[config.mk]
export PLATFORM = sky130hd
export DESIGN_NAME = nios_system_ledg_sequencer
export DESIGN_NICKNAME = d
export VERILOG_FILES = /design/src/rtl/nios_system_ledg_pkg.sv /design/src/rtl/nios_system_ledg_tick.sv /design/src/rtl/nios_system_ledg_sequencer.sv
export SDC_FILE = /design/constraint.sdc
export NUM_CORES = 1
export LEC_CHECK = 0
export ABC_AREA = 1
export CAP_MARGIN = 15
export CORE_MARGIN = 4
export CORE_UTILIZATION = 30
export CTS_CLUSTER_DIAMETER = 200
export DETAILED_ROUTE_END_ITERATION = 10
export PLACE_DENSITY_LB_ADDON = 0.05
export SYNTH_ARGS = -nofsm -noshare
export SYNTH_HDL_FRONTEND = slang
export SYNTH_SLANG_ARGS = --single-unit
[constraint.sdc]
create_clock -name clk -period 3 [get_ports clk]
set_input_delay 0.45 -clock clk [delete_from_list [all_inputs] [get_ports clk]]
set_output_delay 0.45 -clock clk [all_outputs]
set_load 0.03 [all_outputs]
[src/rtl/nios_system_ledg_pkg.sv]
`default_nettype none
// ============================================================================
// Module   : nios_system_ledg_pkg
// Purpose  : Shared encodings for the green LED sequencer (modes, register
//            map, CTRL/STATUS bit positions, FSM states).
// Revision : 1.0 - initial release
// ============================================================================
package nios_system_ledg_pkg;

    localparam logic [1:0] c_MODE_STATIC = 2'd0;
    localparam logic [1:0] c_MODE_BLINK  = 2'd1;
    localparam logic [1:0] c_MODE_CHASE  = 2'd2;
    localparam logic [1:0] c_MODE_BAR    = 2'd3;

    localparam logic [1:0] c_ADDR_DATA   = 2'd0;
    localparam logic [1:0] c_ADDR_CTRL   = 2'd1;
    localparam logic [1:0] c_ADDR_PERIOD = 2'd2;
    localparam logic [1:0] c_ADDR_STATUS = 2'd3;

    localparam int c_CTRL_MODE_LSB   = 0;
    localparam int c_CTRL_RUN        = 2;
    localparam int c_CTRL_IE         = 3;
    localparam int c_CTRL_W          = 4;

    localparam int c_STATUS_DONE     = 0;
    localparam int c_STATUS_BUSY     = 1;
    localparam int c_STATUS_STEP_LSB = 4;
    localparam int c_STEP_W          = 4;

    typedef enum logic [1:0] {
        IDLE = 2'd0,
        RUN  = 2'd1,
        DONE = 2'd2
    } state_t;

endpackage
`default_nettype wire

[src/rtl/nios_system_ledg_tick.sv]
`default_nettype none
// ============================================================================
// Module   : nios_system_ledg_tick
// Purpose  : Step prescaler; counts 0..period and pulses tick on the wrap.
// Revision : 1.0 - initial release
// ============================================================================
module nios_system_ledg_tick #(
    parameter int PERIOD_W = 26
) (
    input  logic                clk,
    input  logic                reset_n,
    input  logic                enable,
    input  logic                clear,
    input  logic [PERIOD_W-1:0] period,
    output logic                tick
);

    logic [PERIOD_W-1:0] r_count;
    logic                w_wrap;

    assign w_wrap = (r_count == period);
    // A clear on the same edge swallows the tick so a CTRL write always wins.
    assign tick   = enable & ~clear & w_wrap;

    always_ff @(posedge clk) begin
        if (!reset_n) begin
            r_count <= '0;
        end else if (clear) begin
            r_count <= '0;
        end else if (enable) begin
            r_count <= w_wrap ? '0 : r_count + 1'b1;
        end
    end

endmodule
`default_nettype wire

[src/rtl/nios_system_ledg_sequencer.sv]
`default_nettype none
// ============================================================================
// Module   : nios_system_ledg_sequencer
// Purpose  : Avalon-MM LED sequencer (static/blink/chase/fill-bar) driving LEDG.
// Revision : 1.0 - initial release
// ============================================================================
module nios_system_ledg_sequencer
    import nios_system_ledg_pkg::*;
#(
    parameter int          WIDTH      = 9,
    parameter int          PERIOD_W   = 26,
    parameter int unsigned PERIOD_RST = 12500000
) (
    input  logic             clk,
    input  logic             reset_n,
    input  logic [1:0]       address,
    input  logic             chipselect,
    input  logic             write_n,
    input  logic [31:0]      writedata,
    output logic [31:0]      readdata,
    output logic [WIDTH-1:0] out_port,
    output logic             irq
);

    logic [WIDTH-1:0]    r_data, r_work, r_out;
    logic [c_CTRL_W-1:0] r_ctrl;
    logic [PERIOD_W-1:0] r_period;
    logic [c_STEP_W-1:0] r_step;
    logic                r_phase, r_done;
    state_t              r_state;

    logic [WIDTH-1:0]    w_data_n, w_work_n, w_out_n;
    logic [c_CTRL_W-1:0] w_ctrl_n;
    logic [c_STEP_W-1:0] w_step_n, w_step_inc;
    logic                w_phase_n, w_done_n;
    state_t              w_state_n;
    logic [WIDTH:0]      w_bar_full;
    logic                w_wr, w_wr_data, w_wr_ctrl, w_wr_period, w_wr_status;
    logic                w_tick;

    assign w_wr        = chipselect & ~write_n;
    assign w_wr_data   = w_wr && (address == c_ADDR_DATA);
    assign w_wr_ctrl   = w_wr && (address == c_ADDR_CTRL);
    assign w_wr_period = w_wr && (address == c_ADDR_PERIOD);
    assign w_wr_status = w_wr && (address == c_ADDR_STATUS);

    nios_system_ledg_tick #(
        .PERIOD_W (PERIOD_W)
    ) u_tick (
        .clk     (clk),
        .reset_n (reset_n),
        .enable  (r_state == RUN),
        .clear   (w_wr_ctrl | w_wr_period),
        .period  (r_period),
        .tick    (w_tick)
    );

    assign w_step_inc = r_step + 1'b1;
    assign w_bar_full = ((WIDTH+1)'(1) << w_step_n) - 1'b1;

    always_comb begin
        w_data_n  = w_wr_data ? writedata[WIDTH-1:0] : r_data;
        w_ctrl_n  = r_ctrl;
        w_state_n = r_state;
        w_step_n  = r_step;
        w_phase_n = r_phase;
        w_work_n  = r_work;
        w_done_n  = r_done;
        w_out_n   = r_out;

        if (w_wr_ctrl) begin
            w_ctrl_n  = writedata[c_CTRL_W-1:0];
            w_step_n  = '0;
            w_phase_n = 1'b0;
            w_work_n  = r_data;
            w_done_n  = 1'b0;
            w_state_n = writedata[c_CTRL_RUN] ? RUN : IDLE;
        end else begin
            if (w_wr_status && writedata[c_STATUS_DONE]) begin
                w_done_n = 1'b0;
            end
            // Completion is evaluated after the clear so a racing clear loses.
            if (r_state == RUN && w_tick) begin
                unique case (r_ctrl[c_CTRL_MODE_LSB +: 2])
                    c_MODE_BLINK: w_phase_n = ~r_phase;
                    c_MODE_CHASE: w_work_n  = {r_work[WIDTH-2:0], r_work[WIDTH-1]};
                    c_MODE_BAR: begin
                        w_step_n = w_step_inc;
                        if (w_step_inc == c_STEP_W'(WIDTH)) begin
                            w_state_n = DONE;
                            w_done_n  = 1'b1;
                        end
                    end
                    default: ;
                endcase
            end
        end

        unique case (w_state_n)
            RUN: begin
                unique case (w_ctrl_n[c_CTRL_MODE_LSB +: 2])
                    c_MODE_BLINK: w_out_n = w_phase_n ? '0 : w_data_n;
                    c_MODE_CHASE: w_out_n = w_work_n;
                    c_MODE_BAR:   w_out_n = w_bar_full[WIDTH-1:0];
                    default:      w_out_n = w_data_n;
                endcase
            end
            DONE:    w_out_n = '1;
            default: w_out_n = w_data_n;
        endcase
    end

    always_ff @(posedge clk) begin
        if (!reset_n) begin
            r_data   <= '0;
            r_ctrl   <= '0;
            r_period <= PERIOD_W'(PERIOD_RST);
            r_state  <= IDLE;
            r_step   <= '0;
            r_phase  <= 1'b0;
            r_work   <= '0;
            r_done   <= 1'b0;
            r_out    <= '0;
        end else begin
            r_data   <= w_data_n;
            r_ctrl   <= w_ctrl_n;
            r_period <= w_wr_period ? writedata[PERIOD_W-1:0] : r_period;
            r_state  <= w_state_n;
            r_step   <= w_step_n;
            r_phase  <= w_phase_n;
            r_work   <= w_work_n;
            r_done   <= w_done_n;
            r_out    <= w_out_n;
        end
    end

    always_comb begin
        readdata = '0;
        unique case (address)
            c_ADDR_DATA:   readdata = 32'(r_data);
            c_ADDR_CTRL:   readdata = 32'(r_ctrl);
            c_ADDR_PERIOD: readdata = 32'(r_period);
            default: begin
                readdata[c_STATUS_DONE]                  = r_done;
                readdata[c_STATUS_BUSY]                  = (r_state == RUN);
                readdata[c_STATUS_STEP_LSB +: c_STEP_W]  = r_step;
            end
        endcase
    end

    assign out_port = r_out;
    assign irq      = r_done & r_ctrl[c_CTRL_IE];

endmodule
`default_nettype wire

; ---- After elaboration in Yosys (flattened, before gate mapping)
; Cells that the tools add are included.
[classes]
add_sub_neg = 3
eq_ne = 14
shifts = 1
n_mux = 28
n_bitwise = 9
reduce_logical = 9
[op_table]
columns = operator, count
row1 = 9-bit two-way mux, 5
row2 = 18-bit one-hot mux with 2 select lines, 1
row3 = 9-bit one-hot mux with 3 select lines, 1
row4 = 26-bit by 1-bit adder with 26-bit output (second input constant), 1
row5 = 26-bit equality test, 1
row6 = 26-bit two-way mux, 1
row7 = 9-bit one-hot mux with 2 select lines, 1
row8 = 2-bit equality test (second input constant), 7
row9 = 4-bit two-way mux, 3
row10 = 2-bit one-hot mux with 3 select lines, 2
row11 = 4-bit one-hot mux with 3 select lines, 1
row12 = 2-bit by 1-bit equality test with 1-bit output (second input constant), 5
row13 = 2-bit two-way mux, 5
row14 = 1-bit by 4-bit left shift with 9-bit output (first input constant), 1
row15 = 9-bit by 1-bit subtractor with 9-bit output (second input constant), 1
row16 = 1-bit two-way mux, 8
row17 = 1-bit logical AND, 6
row18 = 4-bit by 1-bit adder with 4-bit output (second input constant), 1
row19 = 1-bit bitwise AND, 4
row20 = 4-bit equality test (second input constant), 1
row21 = 1-bit NOT, 4
row22 = 2-bit OR reduction, 2
row23 = 2-bit logical NOT, 1
row24 = 1-bit bitwise OR, 1
[word_totals]
regBits = 91
in_bits = 38
output_inout_bits = 42
elab_cells = 75

; ---- Logic depth before layout (Yosys ltp)
; Gate-level depths: netlist (run 1).
[depth]
depth_word = 14
mapped_depth = 23
mapped_depth_nobuf = 22

; ---- Cells and area by module
; From an unflattened synthesis (run 1), not the netlist that was laid out.
[hier_totals]
cells_unflattened = 917
hier_area_um2 = 5723.0
[modules_own_cells]
columns = mod, instances, cells_per_inst, area_per_inst_um2, seq_area_each_um2
row1 = nios_system_ledg_sequencer, 1, 514, 3518.4, 1301.2
row2 = nios_system_ledg_tick, 1, 403, 2204.6, 520.5

; ---- Least setup slack after synthesis (run 1)
; OpenSTA, ideal clock, no wires.
[synth_path]
path_type = input to register
from = in write_n
to = reg r_out[0] (netlist: out_port[0])
setup_ps = 133
arrival_ps = 2296
t_required_ps = 2867
slack_ps = 570
cell_stages = 13
n_path_buf = 2
cell_sequence = inv_1 -> nand2_1 -> nor2_4 -> inv_1 -> buf_2 -> buf_2 -> nor2_1 -> inv_1 -> nand2_1 -> inv_1 -> ha_1 -> nor2_1 -> a21oi_1
[synth_between]
word_cells_on_any_way = 30
classes_between = add/sub: 1 / eq/ne: 5 / shift: 1 / mux: 13 / bitwise: 6 / reduce/logical: 4
[synth_lines]
columns = item, line_no
row1 = from (decl), nios_system_ledg_sequencer.sv:18  ; input logic write_n,
row2 = 1-bit NOT *, nios_system_ledg_sequencer.sv:41  ; assign w_wr = chipselect & ~write_n;
row3 = 1-bit bitwise AND *, nios_system_ledg_sequencer.sv:41
row4 = "1-bit logical AND, on equally long branches", "nios_system_ledg_sequencer.sv:43, nios_system_ledg_sequencer.sv:44"
row5 = 1-bit bitwise OR, nios_system_ledg_sequencer.sv:53  ; .clear (w_wr_ctrl | w_wr_period),
row6 = 1-bit NOT, nios_system_ledg_tick.sv:23  ; assign tick = enable & ~clear & w_wrap;
row7 = 1-bit bitwise AND (2 in a row), nios_system_ledg_tick.sv:23
row8 = 1-bit logical AND, nios_system_ledg_sequencer.sv:83  ; if (r_state == RUN && w_tick) begin
row9 = 2-bit two-way mux, nios_system_ledg_sequencer.sv:83
row10 = 2-bit two-way mux *, nios_system_ledg_sequencer.sv:71  ; if (w_wr_ctrl) begin
row11 = via w_state_n[0], nios_system_ledg_sequencer.sv:36  ; state_t w_state_n;
row12 = 2-bit equality test / 2-bit by 1-bit equality test with 1-bit output (equally long branches), nios_system_ledg_sequencer.sv:99  ; unique case (w_state_n)
row13 = 9-bit one-hot mux with 2 select lines *, nios_system_ledg_sequencer.sv:99
row14 = to (signal assigned), nios_system_ledg_sequencer.sv:133  ; r_out <= w_out_n;
row15 = to (decl), nios_system_ledg_sequencer.sv:25  ; logic [WIDTH-1:0] r_data, r_work, r_out;
; Mark *: on every way through the listed nets, which the timed path passes. The rest lies on a longest branch.
; A chain may end at the register's enable or synchronous reset.

; ---- Final worst setup path (run 1)
[layout_path]
from = in address[0]
to = out readdata[1]
[layout_between]
elab_chain_len = 2
word_cells_on_any_way = 4
classes_between = eq/ne: 2 / mux: 1 / reduce/logical: 1
[layout_lines]
columns = item, line_no
row1 = from (decl), nios_system_ledg_sequencer.sv:16  ; input logic [1:0] address,
row2 = "2-bit equality test, or another cell as far along", nios_system_ledg_sequencer.sv:139  ; unique case (address)
row3 = 2-bit one-hot mux with 3 select lines *, nios_system_ledg_sequencer.sv:139
row4 = to (decl), nios_system_ledg_sequencer.sv:20  ; output logic [31:0] readdata,
; Mark *: on every way between the ends. The rest lies on a longest branch, timed or not.

==> flow_summary_export.csv, run 1 <==
group,metric,value,unit
clocking,postCtsSetupRepairBufs,0,
drt,wirelength,16.7,mm
placed_design,io_buffers,67,
timing,slew_headroom,48.8,%
critical_path,ff2ff_path_depth,15,
timing,fin_ws,0.213,ns
critical_path,reg2reg_slack,0.26,ns
drt,dr_total_vias,5197,
logic_synthesis,synth_top_cells_by_area,"dfxtp_1 35%, nand2_1 13%, inv_1 8.0%",
timing,period_share,92.9,%
clocking,cts_resized,0,
layout,n_antenna_cell,0,
clocking,cts_root_buf,"clkbuf_16",
logic_synthesis,syn_area,0.00515,mm²
logic_synthesis,synth_edf_count,0,
placed_design,place_inst,1082,
die,ios,80,
drt,drt_iter0_markers,322,
die,core_area,0.0167,mm²
logic_synthesis,yosysUniqueCellTypes,45,
logic_synthesis,yosysWarnings,0,
power,pwr-share-seq,45.3,%
logic_synthesis,synthArstFlopShare,0,%
global_route,antenna_found_initial,0,
timing,totalNegativeSetupSlack,0,ns
critical_path,cp.required,2.55,ns
outcome,outcome,"complete, no violations",
global_route,grt_pass1_vias,4913,
timing,slew_viol_final,0,
critical_path,cp.arrival,2.34,ns
hold_path,min_path_type,"flip-flop to flip-flop",
critical_path,timing.rr.start,"u_tick.r_count[24]$_SDFFE_PP0N_",
logic_synthesis,synth_seq_cells,91,
logic_synthesis,synth_area_leader_cell,"dfxtp_1",
hold_path,min_to,"r_ctrl[2]$_SDFFE_PN0P_",
drt,drtAntennaViolNets,0,
critical_path,r2r_end,"out_port[3]$_SDFF_PN0_",
global_route,grt_max_degree,37,
placed_design,place_ws,-0.107,ns
die,initial_core_util,30.8,%
logic_synthesis,syn_area_per_cell,6.61,µm²
placed_design,gp_congestion,0.856,
drt,routedWlPerCell,15.3,µm
timing,fmax,359,MHz
layout,drive_gt1_share,11.1,%
die,die_y,139,µm
critical_path,cp_cell_sequence,"clkdlybuf4s50_1 -> inv_1 -> nand2_1 -> buf_4 -> inv_1 -> a221oi_1 -> o21ai_0 -> buf_4",
global_route,grt.total_usage,17.5,%
critical_path,critPathKind,"input pin to output pin",
logic_synthesis,seq_area_frac_synth,35.4,%
power,power_frac_comb,12.3,%
clocking,clockBufferDepth,2,
drt,routed_via_density,4.74,
clocking,clk_latency,0.35,ns
timing,setup_violations,0,
clocking,holdBufCountCts,0,
logic_synthesis,synth_top_flop_cell,"dfxtp_1",
layout,nets,917,
die,rows,47,
critical_path,max_stage_delay,0.56,ns
critical_path,crit_fanout,21,
power,netSwitchingFraction,26.3,%
global_route,grt_pass1_wl,27.1,mm
power,total_leakage_power,2.85,nW
timing,rsz0062_at_grt,"false",
clocking,cts_made_buffers,9,
clocking,htreeDepth,3,
timing,layout_min_cycle_time,2.79,ns
global_route,gr-total-overflow,0,
clocking,clkTransAtPathRegs,0.07,ns
timing,worst_pin_slew,0.761,ns
power,max-vdd-ir-drop,0.277,mV
critical_path,cp_top_family,"buffers and inverters",
power,p_sw,0.000726,W
timing,skew,0.00896,ns
drt,dr.pass1.iters,5,
power,power.density,418,mW/mm²
drt,drc_errors,0,
placed_design,hpwl,13.3,mm
layout,fin_area,0.00659,mm²
flow_run,max_cap_viol_count,0,
power,power_frac_clock,42.4,%
hold_path,hold_start,"r_ctrl[2]$_SDFFE_PN0P_",
timing,hold_violations,0,
timing,timing.hold.ws,0.487,ns
critical_path,worst-path-buf-inv,5,
logic_synthesis,synth.top_cell.area_share,35.4,%
layout,stdcell_count,1097,
placed_design,dpl_cell_area,0.00629,mm²
critical_path,cp-end-kind,"output pin",
clocking,clkSinkCount,91,
die,die_area,0.0193,mm²
hold_path,whs_path_depth,2,
critical_path,critPathSlowestCell,"clkdlybuf4s50_1",
logic_synthesis,synth_cells,779,
layout,syn_to_final_growth,27.9,%
die,die_w,139,µm
clocking,tritoncts,"done",
critical_path,startpoint_type,"input pin",
power,p_int,0.00203,W
-- power groups by stage --
stage          Combinational, W  Clock [W]  Sequential [W]
2_1_floorplan          0.000177          0         0.00128
3_3_place_gp           0.000338          0         0.00128
3_5_place_dp           0.000339          0         0.00128
4_1_cts                0.000341    0.00119         0.00125
5_1_grt                0.000370    0.00124         0.00125
6_report               0.000338    0.00117         0.00125
-- metal layers --
metal  wire [µm]  part of all wire (%)  vias to the layer above  global-route usage (%)
li1            -                     -                     2663                       -
met1        8620                    51                     2410                    26.3
met3         663                   4.0                       16                    2.52
met4         246                   1.5                        0                    4.48
met2        7210                    43                      108                    26.4
met5           0                     0                        -                       0
-- logic make-up (layout without fill, tap and decap cells) --
kind of cell,after synthesis,count (layout),synth area share (%)
DFF,91,91,35.4
buffers and inverters,152,245,11.8
and+or+nand+nor,362,362,30.6
AOI/OAI and AO/OA,138,138,15.7
xor gates and xnor gates,28,28,4.76
adders and majority gates,6,6,1.46
other,1,6,0.0728
muxes,1,1,0.219
-- metrics by stage --
| stage | total power, W | utilization, % |
|---|---|---|
| after floorplan | 0.00146 | - |
| after global placement | 0.00162 | 37.7 |
| after detailed placement | 0.00162 | 37.7 |
| after CTS | 0.00278 | 39.4 |
| after global routing | 0.00287 | 39.4 |
| final | 0.00276 | 39.4 |
-- worst max path at each step --
| stage | cells past startpoint | slack, ns | to | start |
|---|---|---|---|---|
| floorplan | 13 | 0.57 | out_port[0]$_SDFF_PN0_ | write_n |
| global placement | 15 | -0.05 | out_port[3]$_SDFF_PN0_ | write_n |
| detailed placement | 15 | -0.11 | out_port[3]$_SDFF_PN0_ | write_n |
| CTS | 8 | 0.19 | readdata[1] | address[0] |
| global route | 16 | 0.006 | out_port[3]$_SDFF_PN0_ | u_tick.r_count[11]$_SDFFE_PP0N_ |
| finish | 8 | 0.21 | readdata[1] | address[0] |
-- flip-flops by register name, summed over array words and instances, names as in the netlist --
name and flops:
out_port 9, r_ctrl 4, r_data 9, r_done 1, r_period 26, r_phase 1
r_state 2, r_step 4, r_work 9, u_tick.r_count 26
-- layout make-up --
type                    count  area (µm²)
repair buffers            107         996
multi-input cells         541        2740
inverters                 123         462
fillers                  1788       10100
flip-flops and latches     91        1820
clock buffers              11         243
well taps                 220         275
clock inverters             4        51.3
-- Yosys cell counts (7+ instances only) --
cell / n
xor2_1: 17
clkbuf_1: 17
o211ai_1: 19
xnor2_1: 11
nand4_1: 14
dfxtp_1: 91
inv_2: 12
nor2_1: 98
nand2_1: 181
nand3_1: 34
inv_1: 110
a21oi_1: 41
o21ai_0: 51
buf_4: 7
nor3_1: 9
-- cells in the final DEF, fill, tap and decap left out, types with 2 or more instances in the layout --
cell type and count:
o21bai_1 3, o221ai_1 6, xnor2_1 11, inv_2 12, o211ai_1 19, clkdlybuf4s50_1 57, xor2_1 17, nand3_2 3
nor3b_1 3, nand4_1 14, nor3_1 9, inv_1 110, buf_12 4, a221oi_1 2, o21ai_1 5, a211oi_1 2
nand2_1 181, nor2_1 98, ha_1 6, conb_1 6, o21ai_2 2, nand2_2 5, nand3_1 34, buf_4 46
nor4_1 3, clkbuf_16 9, o2111ai_1 2, a21oi_1 41, nor2_2 2, o21ai_0 51, nor2_4 5, dfxtp_1 91
-- worst reg2reg max path, stage by stage, from the launching register on --
cell     delay (ns)
dfxtp_1        0.42
xnor2_1        0.14
nand2_1        0.07
nor2_1         0.18
nand2_1        0.15
nor2_4         0.24
nand3_4        0.13
nor2_1         0.10
nand4_1        0.15
nand2_1        0.10
inv_1          0.05
nor2_1         0.16
ha_1           0.29
inv_1          0.20
o21ai_0        0.13
a21oi_1        0.16
No activity file was read; power rests on OpenSTA's default activity.
==> run 2: changes to the inputs <==
--- a/config.mk
+++ b/config.mk
@@ -6,7 +6,9 @@
 export NUM_CORES = 1
 export LEC_CHECK = 0
 export ABC_AREA = 1
-export CAP_MARGIN = 15
+export CAP_MARGIN = 20
+export CELL_PAD_IN_SITES_DETAIL_PLACEMENT = 1
+export CELL_PAD_IN_SITES_GLOBAL_PLACEMENT = 1
 export CORE_MARGIN = 4
 export CORE_UTILIZATION = 30
 export CTS_CLUSTER_DIAMETER = 200
==> run 2 against run 1 <==
  * Via count rose by 0.56%
  * Combinational power barely moved
  * Routed wire length rose by 4.7%
  * Setup slack got worse by 0.027 ns
  * Maximum frequency fell by 0.96%
  * Sequential power barely moved
  * Clock skew barely moved
  * Power rose by 2.0%
  * Critical path type unchanged
  * Critical endpoint is now readdata[0]
  * Largest cell class unchanged
  * Largest power group unchanged
==> flow_summary_export.csv, run 2 (synthesized netlist as in run 1, its figures left out) <==
group,metric,value,unit
power,power_frac_comb,11.9,%
placed_design,gp_congestion,0.861,
die,core_area,0.0167,mm²
layout,largestRegisters,"r_period x26, u_tick.r_count x26",
placed_design,dpl_cell_area,0.00619,mm²
timing,slew_viol_final,0,
clocking,clk_latency,0.35,ns
die,ios,80,
drt,wl_met1,7.37,mm
critical_path,cp-end-kind,"output pin",
flow_run,max_cap_viol_count,0,
global_route,antenna_found_initial,0,
die,die_y,139,µm
timing,skew,0.00921,ns
power,total_leakage_power,2.82,nW
global_route,grt_pass1_wl,28.4,mm
clocking,htreeDepth,3,
die,die_area,0.0193,mm²
power,p_sw,0.000719,W
drt,routedWlPerCell,16.1,µm
timing,worst_pin_slew,0.724,ns
outcome,outcome,"complete, no violations",
power,pwr-share-seq,44.4,%
critical_path,max_stage_delay,0.73,ns
timing,timing.hold.ws,0.499,ns
drt,wl_met3,399,µm
power,power.density,432,mW/mm²
timing,fmax,355,MHz
drt,drt_iter0_markers,215,
critical_path,startpoint_type,"input pin",
global_route,grt_max_degree,35,
clocking,clkSinkCount,91,
layout,nets,910,
layout,drive_gt1_share,11.3,%
layout,n_antenna_cell,0,
drt,routed_via_density,4.79,
power,netSwitchingFraction,25.6,%
critical_path,cp.arrival,2.36,ns
drt,dr_total_vias,5226,
drt,drc_errors,0,
timing,slew_headroom,51.4,%
critical_path,cp_cell_sequence,"clkdlybuf4s50_1 -> buf_4 -> nor2_1 -> inv_1 -> o2111ai_1 -> clkdlybuf4s50_1",
timing,setup_violations,0,
layout,fillers,2148,
drt,met2RoutedLength,9.18,mm
clocking,cts_made_buffers,9,
layout,multi_input_area,0.00274,mm²
power,power_frac_clock,43.6,%
timing,period_share,93.8,%
layout,final_cell_mix,"181 x nand2_1, 109 x inv_1, 98 x nor2_1",
global_route,grt.total_usage,18.2,%
critical_path,cp_top_family,"buffers and inverters",
drt,wirelength,17.5,mm
critical_path,crit_fanout,6,
timing,hold_violations,0,
critical_path,crit_top_cell,"clkdlybuf4s50_1",
die,initial_core_util,30.8,%
critical_path,critPathSlowestCell,"clkdlybuf4s50_1",
timing,rsz0062_at_grt,"false",
die,rows,47,
drt,drtAntennaViolNets,0,
timing,layout_min_cycle_time,2.81,ns
clocking,clockBufferDepth,2,
placed_design,io_buffers,67,
layout,regArea,0.00182,mm²
critical_path,cp.required,2.55,ns
placed_design,hpwl,13.8,mm
hold_path,min_path_type,"flip-flop to flip-flop",
power,p_int,0.00209,W
critical_path,worst-path-buf-inv,4,
global_route,gr-total-overflow,0,
layout,layout_commonest_cell,"nand2_1",
critical_path,critPathKind,"input pin to output pin",
clocking,clkTransAtPathRegs,0.07,ns
clocking,tritoncts,"done",
power,max-vdd-ir-drop,0.265,mV
drt,dr.pass1.iters,4,
drt,dr.max_layer_used,"met4",
die,die_w,139,µm
global_route,grt_pass1_vias,5478,
layout,syn_to_final_growth,26.5,%
layout,fin_area,0.00652,mm²
clocking,cts_root_buf,"clkbuf_16",
[run 2: cell type report]
class                      instances  area share (%)
multi-input combinational        541            42.1
sequential                        91            28.0
timing repair buffer             100            13.8
inverter                         123            7.09
tap                              220            4.23
clock buffer                      10            3.51
clock inverter                     6            1.38
[run 2: metal layers]
metal,track usage [%],vias to the layer above
li1,-,2654
met1,20.4,2486
met2,33.9,60
met3,3.97,26
met4,6.39,0
met5,0,-
[run 2: repair_timing]
item	CTS	global route
gates resized for setup	0	3
hold buffers	0	0
setup endpoints to repair	0	9
setup buffers	0	0
endpoints found under the hold margin	0	0
[run 2: worst reg2reg max path, cell delays in order (launching register included)]
cell	delay (ns)
dfxtp_1	0.42
xnor2_1	0.14
nand2_1	0.06
nor2_1	0.15
nand2_1	0.12
nor2_4	0.21
nand3_4	0.14
buf_12	0.16
nor2_4	0.24
buf_4	0.19
nand2_1	0.05
o211ai_1	0.07
o21ai_1	0.12
o21ai_1	0.21
o21bai_1	0.09
a21oi_1	0.15
[run 2: worst paths after layout]
path / cells past startpoint / end / start / slack [ns]
hold reg to reg: 2 / r_ctrl[2]$_SDFFE_PN0P_ / r_ctrl[2]$_SDFFE_PN0P_ / 0.50
hold / removal: 2 / r_ctrl[2]$_SDFFE_PN0P_ / r_ctrl[2]$_SDFFE_PN0P_ / 0.50
setup reg to reg: 15 / out_port[3]$_SDFF_PN0_ / u_tick.r_count[14]$_SDFFE_PP0N_ / 0.39
setup / recovery: 6 / readdata[0] / address[1] / 0.19
[run 2: stage by stage]
step / setup TNS, ns / power, W / setup WS (ns) / std cells / utilization [%]
CTS: 0 / 0.00287 / 0.177 / 1091 / 39.0
global placement: -0.0237 / 0.00161 / -0.0180 / 1075 / 37.1
floorplan: 0 / 0.00146 / 0.570 / 784 / -
detailed placement: -0.526 / 0.00161 / -0.0823 / 1075 / 37.1
finish: 0 / 0.00281 / 0.186 / 1091 / 39.0
global route: 0 / 0.00296 / 0.0392 / 1091 / 39.0
[run 2: power by group through the flow]
stage / clock (W) / sequential [W] / combinational, W
2_1_floorplan: 0 / 0.00128 / 0.000177
3_3_place_gp: 0 / 0.00128 / 0.000332
3_5_place_dp: 0 / 0.00128 / 0.000337
4_1_cts: 0.00128 / 0.00125 / 0.000340
5_1_grt: 0.00134 / 0.00125 / 0.000368
6_report: 0.00123 / 0.00125 / 0.000336
